### config.mk
export PLATFORM = sky130hd
export DESIGN_NAME = rob_issue_alloc_flat
export DESIGN_NICKNAME = d
export VERILOG_FILES = /design/src/rtl/rob_issue_alloc_if.sv /design/src/rtl/rob_issue_alloc.sv /design/src/flat_wrapper.sv
export SDC_FILE = /design/constraint.sdc
export NUM_CORES = 1
export LEC_CHECK = 0
export BUFFER_PORTS_ARGS = -buffer_cell sky130_fd_sc_hd__buf_4
export CELL_PAD_IN_SITES_DETAIL_PLACEMENT = 1
export CELL_PAD_IN_SITES_GLOBAL_PLACEMENT = 2
export CORE_MARGIN = 2
export CORE_UTILIZATION = 40
export CTS_CLUSTER_SIZE = 8
export DETAILED_ROUTE_END_ITERATION = 10
export PLACE_DENSITY_LB_ADDON = 0.1
export REMOVE_ABC_BUFFERS = 1
export SYNTH_ARGS = -nofsm -noshare
export SYNTH_HDL_FRONTEND = slang
export SYNTH_SLANG_ARGS = --single-unit
### constraint.sdc
create_clock -name clk -period 3 [get_ports clk]
set_input_delay 0.45 -clock clk [delete_from_list [all_inputs] [get_ports clk]]
set_output_delay 0.45 -clock clk [all_outputs]
set_load 0.02 [all_outputs]
### src/rtl/rob_issue_alloc_if.sv
// Issue / CDB / commit bundle between the ROB allocation block and its neighbours.
// The slave modport is the ROB side; the master modport drives the pipeline side.
interface rob_issue_alloc_if #(
  parameter int unsigned ROB_DEPTH  = 4,
  parameter int unsigned TAG_W      = 2,
  parameter int unsigned DATA_W     = 16,
  parameter int unsigned INSTR_W    = 16,
  parameter int unsigned REG_ADDR_W = 3
);
  logic                  issue_valid;
  logic                  issue_ready;
  logic [INSTR_W-1:0]    issue_instr;
  logic [REG_ADDR_W-1:0] issue_dest;
  logic [TAG_W-1:0]      issue_tag;
  logic [REG_ADDR_W-1:0] src_reg;
  logic                  src_busy;
  logic [TAG_W-1:0]      src_tag;
  logic                  cdb_valid;
  logic [TAG_W-1:0]      cdb_tag;
  logic [DATA_W-1:0]     cdb_value;
  logic                  head_valid;
  logic [TAG_W-1:0]      head_tag;
  logic [INSTR_W-1:0]    head_instr;
  logic [REG_ADDR_W-1:0] head_dest;
  logic [DATA_W-1:0]     head_value;
  logic                  commit_ack;
  logic [TAG_W:0]        count;
  logic                  empty;
  logic                  full;

  modport slave (
    input  issue_valid, issue_instr, issue_dest, src_reg,
    input  cdb_valid, cdb_tag, cdb_value, commit_ack,
    output issue_ready, issue_tag, src_busy, src_tag,
    output head_valid, head_tag, head_instr, head_dest, head_value,
    output count, empty, full
  );

  modport master (
    output issue_valid, issue_instr, issue_dest, src_reg,
    output cdb_valid, cdb_tag, cdb_value, commit_ack,
    input  issue_ready, issue_tag, src_busy, src_tag,
    input  head_valid, head_tag, head_instr, head_dest, head_value,
    input  count, empty, full
  );
endinterface

### src/rtl/rob_issue_alloc.sv
// Reorder-buffer allocation/writeback: tail allocation, rename table, CDB capture,
// and head presentation to the commit stage.
module rob_issue_alloc #(
  parameter int unsigned ROB_DEPTH  = 4,
  parameter int unsigned TAG_W      = 2,
  parameter int unsigned DATA_W     = 16,
  parameter int unsigned INSTR_W    = 16,
  parameter int unsigned REG_ADDR_W = 3
) (
  input logic              clk,
  input logic              rst_n,
  rob_issue_alloc_if.slave rob
);
  localparam int unsigned   NumRegs  = 2 ** REG_ADDR_W;
  localparam logic [TAG_W:0] DepthCnt = (TAG_W + 1)'(ROB_DEPTH);

  logic [TAG_W-1:0]      r_head;
  logic [TAG_W-1:0]      r_tail;
  logic [TAG_W:0]        r_count;
  logic [ROB_DEPTH-1:0]  r_alloc;
  logic [ROB_DEPTH-1:0]  r_ready;
  logic [INSTR_W-1:0]    r_instr [ROB_DEPTH];
  logic [REG_ADDR_W-1:0] r_dest  [ROB_DEPTH];
  logic [DATA_W-1:0]     r_value [ROB_DEPTH];
  logic [NumRegs-1:0]    r_busy;
  logic [TAG_W-1:0]      r_rtag  [NumRegs];

  logic                  w_full;
  logic                  w_head_valid;
  logic                  w_alloc;
  logic                  w_commit;
  logic                  w_cdb;
  logic                  w_rename_clr;
  logic [REG_ADDR_W-1:0] w_head_dest;
  logic [TAG_W:0]        w_count_d;

  assign w_full       = (r_count == DepthCnt);
  assign w_head_valid = r_alloc[r_head] && r_ready[r_head];
  assign w_head_dest  = r_dest[r_head];
  assign w_alloc      = rob.issue_valid && !w_full;
  assign w_commit     = rob.commit_ack && w_head_valid;

  // Allocation of the same slot takes precedence over a stray broadcast to it.
  assign w_cdb = rob.cdb_valid && r_alloc[rob.cdb_tag] && !r_ready[rob.cdb_tag] &&
                 !(w_alloc && (rob.cdb_tag == r_tail));

  // Only the most recent producer may release the rename entry.
  assign w_rename_clr = w_commit && r_busy[w_head_dest] && (r_rtag[w_head_dest] == r_head);

  assign rob.issue_ready = !w_full;
  assign rob.issue_tag   = r_tail;
  assign rob.full        = w_full;
  assign rob.empty       = (r_count == '0);
  assign rob.count       = r_count;
  assign rob.head_valid  = w_head_valid;
  assign rob.head_tag    = r_head;
  assign rob.head_instr  = r_instr[r_head];
  assign rob.head_dest   = w_head_dest;
  assign rob.head_value  = r_value[r_head];
  assign rob.src_busy    = r_busy[rob.src_reg];
  assign rob.src_tag     = r_rtag[rob.src_reg];

  always_comb begin
    w_count_d = r_count;
    if (w_alloc && !w_commit) begin
      w_count_d = r_count + 1'b1;
    end else if (!w_alloc && w_commit) begin
      w_count_d = r_count - 1'b1;
    end
  end

  always_ff @(posedge clk or negedge rst_n) begin
    if (!rst_n) begin
      r_head  <= '0;
      r_tail  <= '0;
      r_count <= '0;
    end else begin
      r_count <= w_count_d;
      if (w_alloc) begin
        r_tail <= r_tail + 1'b1;
      end
      if (w_commit) begin
        r_head <= r_head + 1'b1;
      end
    end
  end

  always_ff @(posedge clk or negedge rst_n) begin
    if (!rst_n) begin
      r_alloc <= '0;
      r_ready <= '0;
      for (int i = 0; i < int'(ROB_DEPTH); i++) begin
        r_instr[i] <= '0;
        r_dest[i]  <= '0;
        r_value[i] <= '0;
      end
    end else begin
      if (w_commit) begin
        r_alloc[r_head] <= 1'b0;
        r_ready[r_head] <= 1'b0;
      end
      if (w_cdb) begin
        r_ready[rob.cdb_tag] <= 1'b1;
        r_value[rob.cdb_tag] <= rob.cdb_value;
      end
      if (w_alloc) begin
        r_alloc[r_tail] <= 1'b1;
        r_ready[r_tail] <= 1'b0;
        r_instr[r_tail] <= rob.issue_instr;
        r_dest[r_tail]  <= rob.issue_dest;
      end
    end
  end

  // Allocation is written last so it overrides a same-register commit release.
  always_ff @(posedge clk or negedge rst_n) begin
    if (!rst_n) begin
      r_busy <= '0;
      for (int i = 0; i < int'(NumRegs); i++) begin
        r_rtag[i] <= '0;
      end
    end else begin
      if (w_rename_clr) begin
        r_busy[w_head_dest] <= 1'b0;
      end
      if (w_alloc) begin
        r_busy[rob.issue_dest] <= 1'b1;
        r_rtag[rob.issue_dest] <= r_tail;
      end
    end
  end
endmodule

### src/flat_wrapper.sv
// flat-port wrapper written by rule: the top's interface ports become plain ports
module rob_issue_alloc_flat 
#(
  parameter int unsigned ROB_DEPTH  = 4,
  parameter int unsigned TAG_W      = 2,
  parameter int unsigned DATA_W     = 16,
  parameter int unsigned INSTR_W    = 16,
  parameter int unsigned REG_ADDR_W = 3
)
  (clk, rst_n, rob_issue_valid, rob_issue_instr, rob_issue_dest, rob_src_reg, rob_cdb_valid, rob_cdb_tag, rob_cdb_value, rob_commit_ack, rob_issue_ready, rob_issue_tag, rob_src_busy, rob_src_tag, rob_head_valid, rob_head_tag, rob_head_instr, rob_head_dest, rob_head_value, rob_count, rob_empty, rob_full);
  rob_issue_alloc_if #(.ROB_DEPTH(ROB_DEPTH), .TAG_W(TAG_W), .DATA_W(DATA_W), .INSTR_W(INSTR_W), .REG_ADDR_W(REG_ADDR_W)) rob_i ();
  input logic clk;
  input logic rst_n;
  input wire logic [$bits(rob_i.issue_valid)-1:0] rob_issue_valid;
  input wire logic [$bits(rob_i.issue_instr)-1:0] rob_issue_instr;
  input wire logic [$bits(rob_i.issue_dest)-1:0] rob_issue_dest;
  input wire logic [$bits(rob_i.src_reg)-1:0] rob_src_reg;
  input wire logic [$bits(rob_i.cdb_valid)-1:0] rob_cdb_valid;
  input wire logic [$bits(rob_i.cdb_tag)-1:0] rob_cdb_tag;
  input wire logic [$bits(rob_i.cdb_value)-1:0] rob_cdb_value;
  input wire logic [$bits(rob_i.commit_ack)-1:0] rob_commit_ack;
  output wire logic [$bits(rob_i.issue_ready)-1:0] rob_issue_ready;
  output wire logic [$bits(rob_i.issue_tag)-1:0] rob_issue_tag;
  output wire logic [$bits(rob_i.src_busy)-1:0] rob_src_busy;
  output wire logic [$bits(rob_i.src_tag)-1:0] rob_src_tag;
  output wire logic [$bits(rob_i.head_valid)-1:0] rob_head_valid;
  output wire logic [$bits(rob_i.head_tag)-1:0] rob_head_tag;
  output wire logic [$bits(rob_i.head_instr)-1:0] rob_head_instr;
  output wire logic [$bits(rob_i.head_dest)-1:0] rob_head_dest;
  output wire logic [$bits(rob_i.head_value)-1:0] rob_head_value;
  output wire logic [$bits(rob_i.count)-1:0] rob_count;
  output wire logic [$bits(rob_i.empty)-1:0] rob_empty;
  output wire logic [$bits(rob_i.full)-1:0] rob_full;
  assign rob_i.issue_valid = rob_issue_valid;
  assign rob_i.issue_instr = rob_issue_instr;
  assign rob_i.issue_dest = rob_issue_dest;
  assign rob_i.src_reg = rob_src_reg;
  assign rob_i.cdb_valid = rob_cdb_valid;
  assign rob_i.cdb_tag = rob_cdb_tag;
  assign rob_i.cdb_value = rob_cdb_value;
  assign rob_i.commit_ack = rob_commit_ack;
  assign rob_issue_ready = rob_i.issue_ready;
  assign rob_issue_tag = rob_i.issue_tag;
  assign rob_src_busy = rob_i.src_busy;
  assign rob_src_tag = rob_i.src_tag;
  assign rob_head_valid = rob_i.head_valid;
  assign rob_head_tag = rob_i.head_tag;
  assign rob_head_instr = rob_i.head_instr;
  assign rob_head_dest = rob_i.head_dest;
  assign rob_head_value = rob_i.head_value;
  assign rob_count = rob_i.count;
  assign rob_empty = rob_i.empty;
  assign rob_full = rob_i.full;
  rob_issue_alloc #(.ROB_DEPTH(ROB_DEPTH), .TAG_W(TAG_W), .DATA_W(DATA_W), .INSTR_W(INSTR_W), .REG_ADDR_W(REG_ADDR_W)) u_core (.clk(clk), .rst_n(rst_n), .rob(rob_i));
endmodule
==> summary.md, run 1 <==
| Metric | Value |
|---|---|
| Status | `complete, no violations` |
| Clk slew on worst S/H paths | `~0.070 ns` |
| Hold WC Path Type | `in2async` |
| Hpwl dp | `roughly 14,000 µm` |
| I/O Buffers | `93` |
| Syn_area_per_cell | `roughly 15 µm²` |
| Slowest-stage cell, CP | `dfrtp_2` |
| Final setup fails | `0` |
| Post-route minimum period | `2.75 ns` |
| Tot GR Track Use | `0.197` |
| Final worst path period share | `0.915` |
| Psw | `about 0.0048 W` |
| Final Hold Fails | `0` |
| RR Endpoint | `u_core.r_busy[3]` |
| Final WL | `approximately 20,000 µm` |
| Sequential area share after synthesis | `0.533` |
| Top post-synthesis cells by area | `dfrtp_1 (53%), mux2_2 (21%), mux4_2 (11%)` |
| Initial antenna violation count | `0` |
| Later-pin clock latency in the skew report | `between 0.4 and 0.5 ns` |
| ANT cells | `0` |
| Worst vdd ir | `about 0.0005 V` |
| Worst path arrival time | `between 3 and 4 ns` |
| Synthesized area | `roughly 8400 µm²` |
| Seq cells post-synth | `about 180` |
| DR WL/cell | `about 21 µm` |
| GRT overflow | `0` |
| Height of the die | `about 150 µm` |
| Total Power | `0.0127 W` |
| Post-synth EDFFs | `0` |
| FF-to-FF setup slack | `between 0.2 and 0.3 ns` |
| H-tree Lvls | `4` |
| Ys flop type | `dfrtp_1` |
| Slew Viols, Final | `0` |
| DR vias/cell | `5.40` |
| Worst EP required | `about 3.3 ns` |
| RSZ-0062 raised after global routing | `no` |
| DRC Markers | `0` |
| I/O pin cnt | `between 90 and 100` |
| Post-synthesis async set-or-reset flop share | `1.00` |
| Pre-CTS setup slack | `around 0.16 ns` |
| Clock buffer count from CTS | `17` |
| CTS tree | `done` |
| Part of the power in combinational logic | `0.484` |
| Clock Skew | `~0.013 ns` |
| Setup crit end kind | `flip-flop` |
| Nature of the critical path startpoint | `flip-flop` |
| Die W | `roughly 150 µm` |
| Clock buffer depth | `2` |
| Yosys top cell by area | `dfrtp_1` |
| Most common cell after layout, fill and taps aside | `dfrtp_1` |
| Placed Instances | `about 930` |
| Via count | `5,214` |
| Clk sink count | `between 150 and 200` |
| Top cell type's share of synthesized area | `0.533` |
| Core area | `20,800 µm²` |
| Most frequent cells in the layout | `dfrtp_1 (177), mux2_2 (160), buf_4 (111)` |
| # rows | `53` |
| Cts hold-fix bufs | `0` |
| Fmax | `about 0.36 GHz` |
| # Max-Cap Violations | `0` |
| Post-route setup slack | `about 0.25 ns` |
| Distinct cells, synth | `44` |
| Pint | `between 0.007 and 0.008 W` |
| Slew HR | `0.394` |
| First-pass GRT wire length | `between 30,000 and 40,000 µm` |
| Gpl congestion | `0.789` |
| R2R depth | `8` |
| Seq pwr share | `0.346` |
| Cells after synthesis | `roughly 580` |
| Share of layout cells above drive strength 1 | `0.513` |
| Antenna-violating nets left | `0` |
| Initial DRC count | `between 200 and 250` |
| Starting Density | `0.404` |
| Max FO, Critical Path | `11` |
| Vias in the first global route | `around 6,100` |
| Worst reg2reg path startpoint | `u_core.rob.head_tag[1]` |
| Non-Filler Instances | `around 970` |
| Crit-path max cell delay | `between 0.5 and 0.6 ns` |
| Pin count of the biggest net entering global routing | `75` |
| Post-layout util | `0.484` |
| Synth warn | `0` |
| Worst-Margin Slew | `between 0.9 and 1 ns` |
| P_leak | `4.35 nW` |
| Clock power share | `0.170` |
| Nets | `around 730` |
| WS Path Type | `reg2reg` |
| Drt pass-1 iters | `4` |
| Switching fraction of total power | `0.378` |
| Area growth, synth to finish | `19.8%` |
| Worst path cell trace | `mux2i_1 > mux2_2 > inv_2 > and2_1 > a22oi_1 > o2111ai_2 > nor3b_4 > a31oi_1` |
| Cell Pwr Density | `roughly 1300 nW/µm²` |
| Root Buffer | `clkbuf_16` |
| Die area | `22,200 µm²` |
## cell usage after synthesis (all sizes together) (3+ instances only)
master,count
dfrtp,179
a21boi,3
mux2i,10
o21ai,11
nor3,9
a311oi,3
nand2b,4
a22oi,3
buf,13
nor3b,3
clkbuf,20
nand2,19
a31oi,10
nor2,21
nand3,5
inv,15
mux4,42
mux2,160
ha,9
xnor2,5
nor2b,10
## power by group through the flow
stage | Clock, W | Sequential (W) | Combinational, W
4_1_cts | 0.00222 | 0.00440 | 0.00622
3_3_place_gp | 0 | 0.00433 | 0.00604
2_1_floorplan | 0 | 0.00437 | 0.00402
6_report | 0.00216 | 0.00440 | 0.00614
5_1_grt | 0.00232 | 0.00457 | 0.00666
3_5_place_dp | 0 | 0.00444 | 0.00620
## layer usage
metal  wire length [µm]  global-route usage  up-vias
met5                  0                   0        -
met4                267              0.0571        0
met3                761              0.0495       25
met2              11000               0.356       77
met1               8420               0.231     2790
li1                   -                   -     2322
## sequential cells by signal (all words and copies together), names as in the netlist
name                  count
u_core.r_busy             8
u_core.rob.head_tag       2
u_core.r_alloc            4
u_core.r_ready            4
u_core.rob.issue_tag      2
u_core.r_rtag            16
u_core.r_value           64
u_core.r_instr           64
u_core.rob.count          3
u_core.r_dest            12
## stage by stage
| stage | hold WS, ns | instance area [µm²] | setup TNS [ns] |
|---|---|---|---|
| 6_report | 0.0244 | 10100 | 0 |
| 3_3_place_gp | 0.481 | 9500 | 0 |
| 5_1_grt | 0.0706 | 10100 | 0 |
| 2_1_floorplan | 0.154 | 8270 | -21.61 |
| 3_5_place_dp | 0.489 | 9500 | 0 |
| 4_1_cts | 0.0716 | 10100 | 0 |
## kinds of logic (layout without fill, tap and decap cells)
logic type / count (synthesis) / after routing / synth area share
muxes: 212 / 212 / 0.339
AOI/OAI and AO/OA: 38 / 38 / 0.0308
buffers and inverters: 49 / 162 / 0.0244
and+or+nand+nor: 82 / 82 / 0.0506
adders and majority gates: 10 / 10 / 0.0158
DFF: 179 / 179 / 0.533
xor gates and xnor gates: 7 / 7 / 0.00729
## worst max-delay path: cells and delay by family (launching register included)
kind | cells | cell delay [ns]
buffers and inverters | 1 | 0.14
DFF | 1 | 0.58
and+or+nand+nor | 2 | 0.59
muxes | 2 | 0.71
AOI/OAI and AO/OA | 3 | 0.56
## how the worst max path moves through the flow
stage / startpoint / endpoint / slack, ns / depth (start not counted)
2_1_floorplan: u_core.rob.head_tag[0] / u_core.rob.count[2] / -1.55 / 10
6_report: u_core.rob.head_tag[1] / u_core.r_busy[3] / 0.25 / 8
5_1_grt: u_core.rob.head_tag[1] / u_core.r_busy[5] / 0.006 / 8
4_1_cts: u_core.rob.head_tag[1] / u_core.r_busy[3] / 0.19 / 8
3_3_place_gp: u_core.rob.head_tag[1] / u_core.r_busy[0] / 0.29 / 8
3_5_place_dp: u_core.rob.head_tag[1] / u_core.r_busy[3] / 0.16 / 8
## repair_timing
item,in CTS,in global routing
buffers inserted,0,0
gates resized for setup,0,1
setup endpoints to repair,0,5
## area by class of cell
class,instances,area [µm²]
fillers,2097,10700
flip-flops and latches,179,4480
multi-input cells,349,3730
repair buffers,114,885
clock buffers,17,425
well taps,275,344
clock inverters,15,144
inverters,16,60.1
Power figures use the tool's default switching activity.
==> inputs of run 2 (changes only) <==
- MAX_ROUTING_LAYER: not set -> met4
==> run 2 against run 1 <==
Compared with the run above: sequential cell count unchanged; fmax down 0.33%; combinational power about the same; final area unchanged; clock power about the same.
==> summary.md, run 2 (synthesis results as in run 1) <==
| Metric | Value |
|---|---|
| Area growth, synth to finish | `19.8%` |
| Clk slew on worst S/H paths | `~0.070 ns` |
| Share of layout cells above drive strength 1 | `0.513` |
| Gpl congestion | `0.800` |
| Worst vdd ir | `roughly 0.00051 V` |
| Worst hold margin | `around 0.021 ns` |
| Starting Density | `0.404` |
| Max FO, Critical Path | `11` |
| I/O pin cnt | `94` |
| Die W | `roughly 150 µm` |
| H-tree Lvls | `4` |
| FF-to-FF setup slack | `about 0.25 ns` |
| Final worst path period share | `0.918` |
| Tot GR Track Use | `0.202` |
| Worst path arrival time | `between 3 and 4 ns` |
| Fmax | `0.363 GHz` |
| Most frequent cells in the layout | `dfrtp_1 (177), mux2_2 (160), buf_4 (111)` |
| DR WL/cell | `between 20 and 25 µm` |
| Hpwl dp | `~14,000 µm` |
| Worst reg2reg path startpoint | `u_core.rob.head_tag[1]` |
| Core area | `between 20,000 and 25,000 µm²` |
| Largest regs | `u_core.r_instr (64), u_core.r_value (64), u_core.r_rtag (16)` |
| Clock Skew | `roughly 0.013 ns` |
| Root Buffer | `clkbuf_16` |
| Clock buffer count from CTS | `17` |
| DRC Markers | `0` |
| Initial DRC count | `~170` |
| Cell Pwr Density | `between 1000 and 1500 nW/µm²` |
| Final setup fails | `0` |
| Final WL | `~20,000 µm` |
| P_leak | `roughly 4.3 nW` |
| First-pass GRT wire length | `about 33,000 µm` |
| CTS tree | `done` |
| Via count | `approximately 5,200` |
| Nets | `732` |
| Initial antenna violation count | `0` |
| Hold WC Path Type | `in2async` |
| GRT overflow | `0` |
| Most common cell after layout, fill and taps aside | `dfrtp_1` |
| Clock buffer depth | `2` |
| I/O Buffers | `93` |
| Slew HR | `0.392` |
| Final Hold Fails | `0` |
| Clk sink count | `179` |
| Non-Filler Instances | `between 900 and 1,000` |
| Post-route minimum period | `2.75 ns` |
| Height of the die | `approximately 150 µm` |
| WS Path Type | `reg2reg` |
| Slew Viols, Final | `0` |
| Total Power | `between 0.01 and 0.015 W` |
| Later-pin clock latency in the skew report | `around 0.44 ns` |
| Critical path launch point | `u_core.rob.head_tag[1]` |
| Vias in the first global route | `6,153` |
| Drt pass-1 iters | `4` |
| DR vias/cell | `roughly 5.4` |
| Placed Instances | `about 930` |
| Pin count of the biggest net entering global routing | `75` |
| # rows | `53` |
| Nature of the critical path startpoint | `flip-flop` |
| # Max-Cap Violations | `0` |
| Status | `complete, no violations` |
| Antenna-violating nets left | `0` |
| Setup crit end kind | `flip-flop` |
| RSZ-0062 raised after global routing | `no` |
| Die area | `between 20,000 and 25,000 µm²` |
| Worst EP required | `between 3 and 4 ns` |
| ANT cells | `0` |
| Worst-Margin Slew | `0.911 ns` |
[run 2: cell type report]
class                      instances  area, µm²
sequential                       179       4480
clock buffer                      17        425
timing repair buffer             114        885
tap                              275        344
multi-input combinational        349       3730
inverter                          16       60.1
clock inverter                    15        144
fill                            2097      10700
[run 2: per-stage QoR]
| step | setup slack, ns | setup TNS (ns) | utilization | instance area (µm²) |
|---|---|---|---|---|
| 3_5_place_dp | 0.164 | 0 | 0.456 | 9500 |
| 5_1_grt | 0.00700 | 0 | 0.484 | 10100 |
| 2_1_floorplan | -1.55 | -21.61 | - | 8270 |
| 3_3_place_gp | 0.294 | 0 | 0.456 | 9500 |
| 6_report | 0.246 | 0 | 0.484 | 10100 |
| 4_1_cts | 0.189 | 0 | 0.483 | 10100 |
[run 2: routing by layer]
| layer | routed length [µm] | GRT usage |
|---|---|---|
| met5 | 0 | - |
| met4 | 277 | 0.0600 |
| met3 | 674 | 0.0440 |
| met2 | 11000 | 0.356 |
| met1 | 8510 | 0.232 |
[run 2: what timing repair did]
action,CTS,global route
hold endpoints to repair,0,0
buffers inserted,0,0
gates resized for setup,0,1
endpoints found under the setup margin,0,5
hold buffers,0,0
[run 2: critical path, cell delays in order (launching register included)]
cell and delay, ns:
dfrtp_2 0.58, mux2i_1 0.37, mux2_2 0.34, inv_2 0.14, or4b_1 0.55, and4b_1 0.27
o2111ai_2 0.09, nor3b_4 0.11, a31oi_1 0.20
[run 2: worst paths after layout]
path                            cells after the start                 endpoint
worst max register to register                      8         u_core.r_busy[2]
worst min register to register                      1       u_core.r_instr[48]
max in group asynchronous                           2       u_core.r_instr[31]
min in group clk                                    2       u_core.r_value[27]
worst min-delay path                                1  u_core.rob.issue_tag[1]
worst max-delay path                                8         u_core.r_busy[2]
[run 2: report_power, final]
group	internal (W)	switching (W)	total, W
logic	0.00317	0.00298	0.00614
clock network	0.00110	0.00106	0.00216
registers	0.00363	0.000774	0.00440
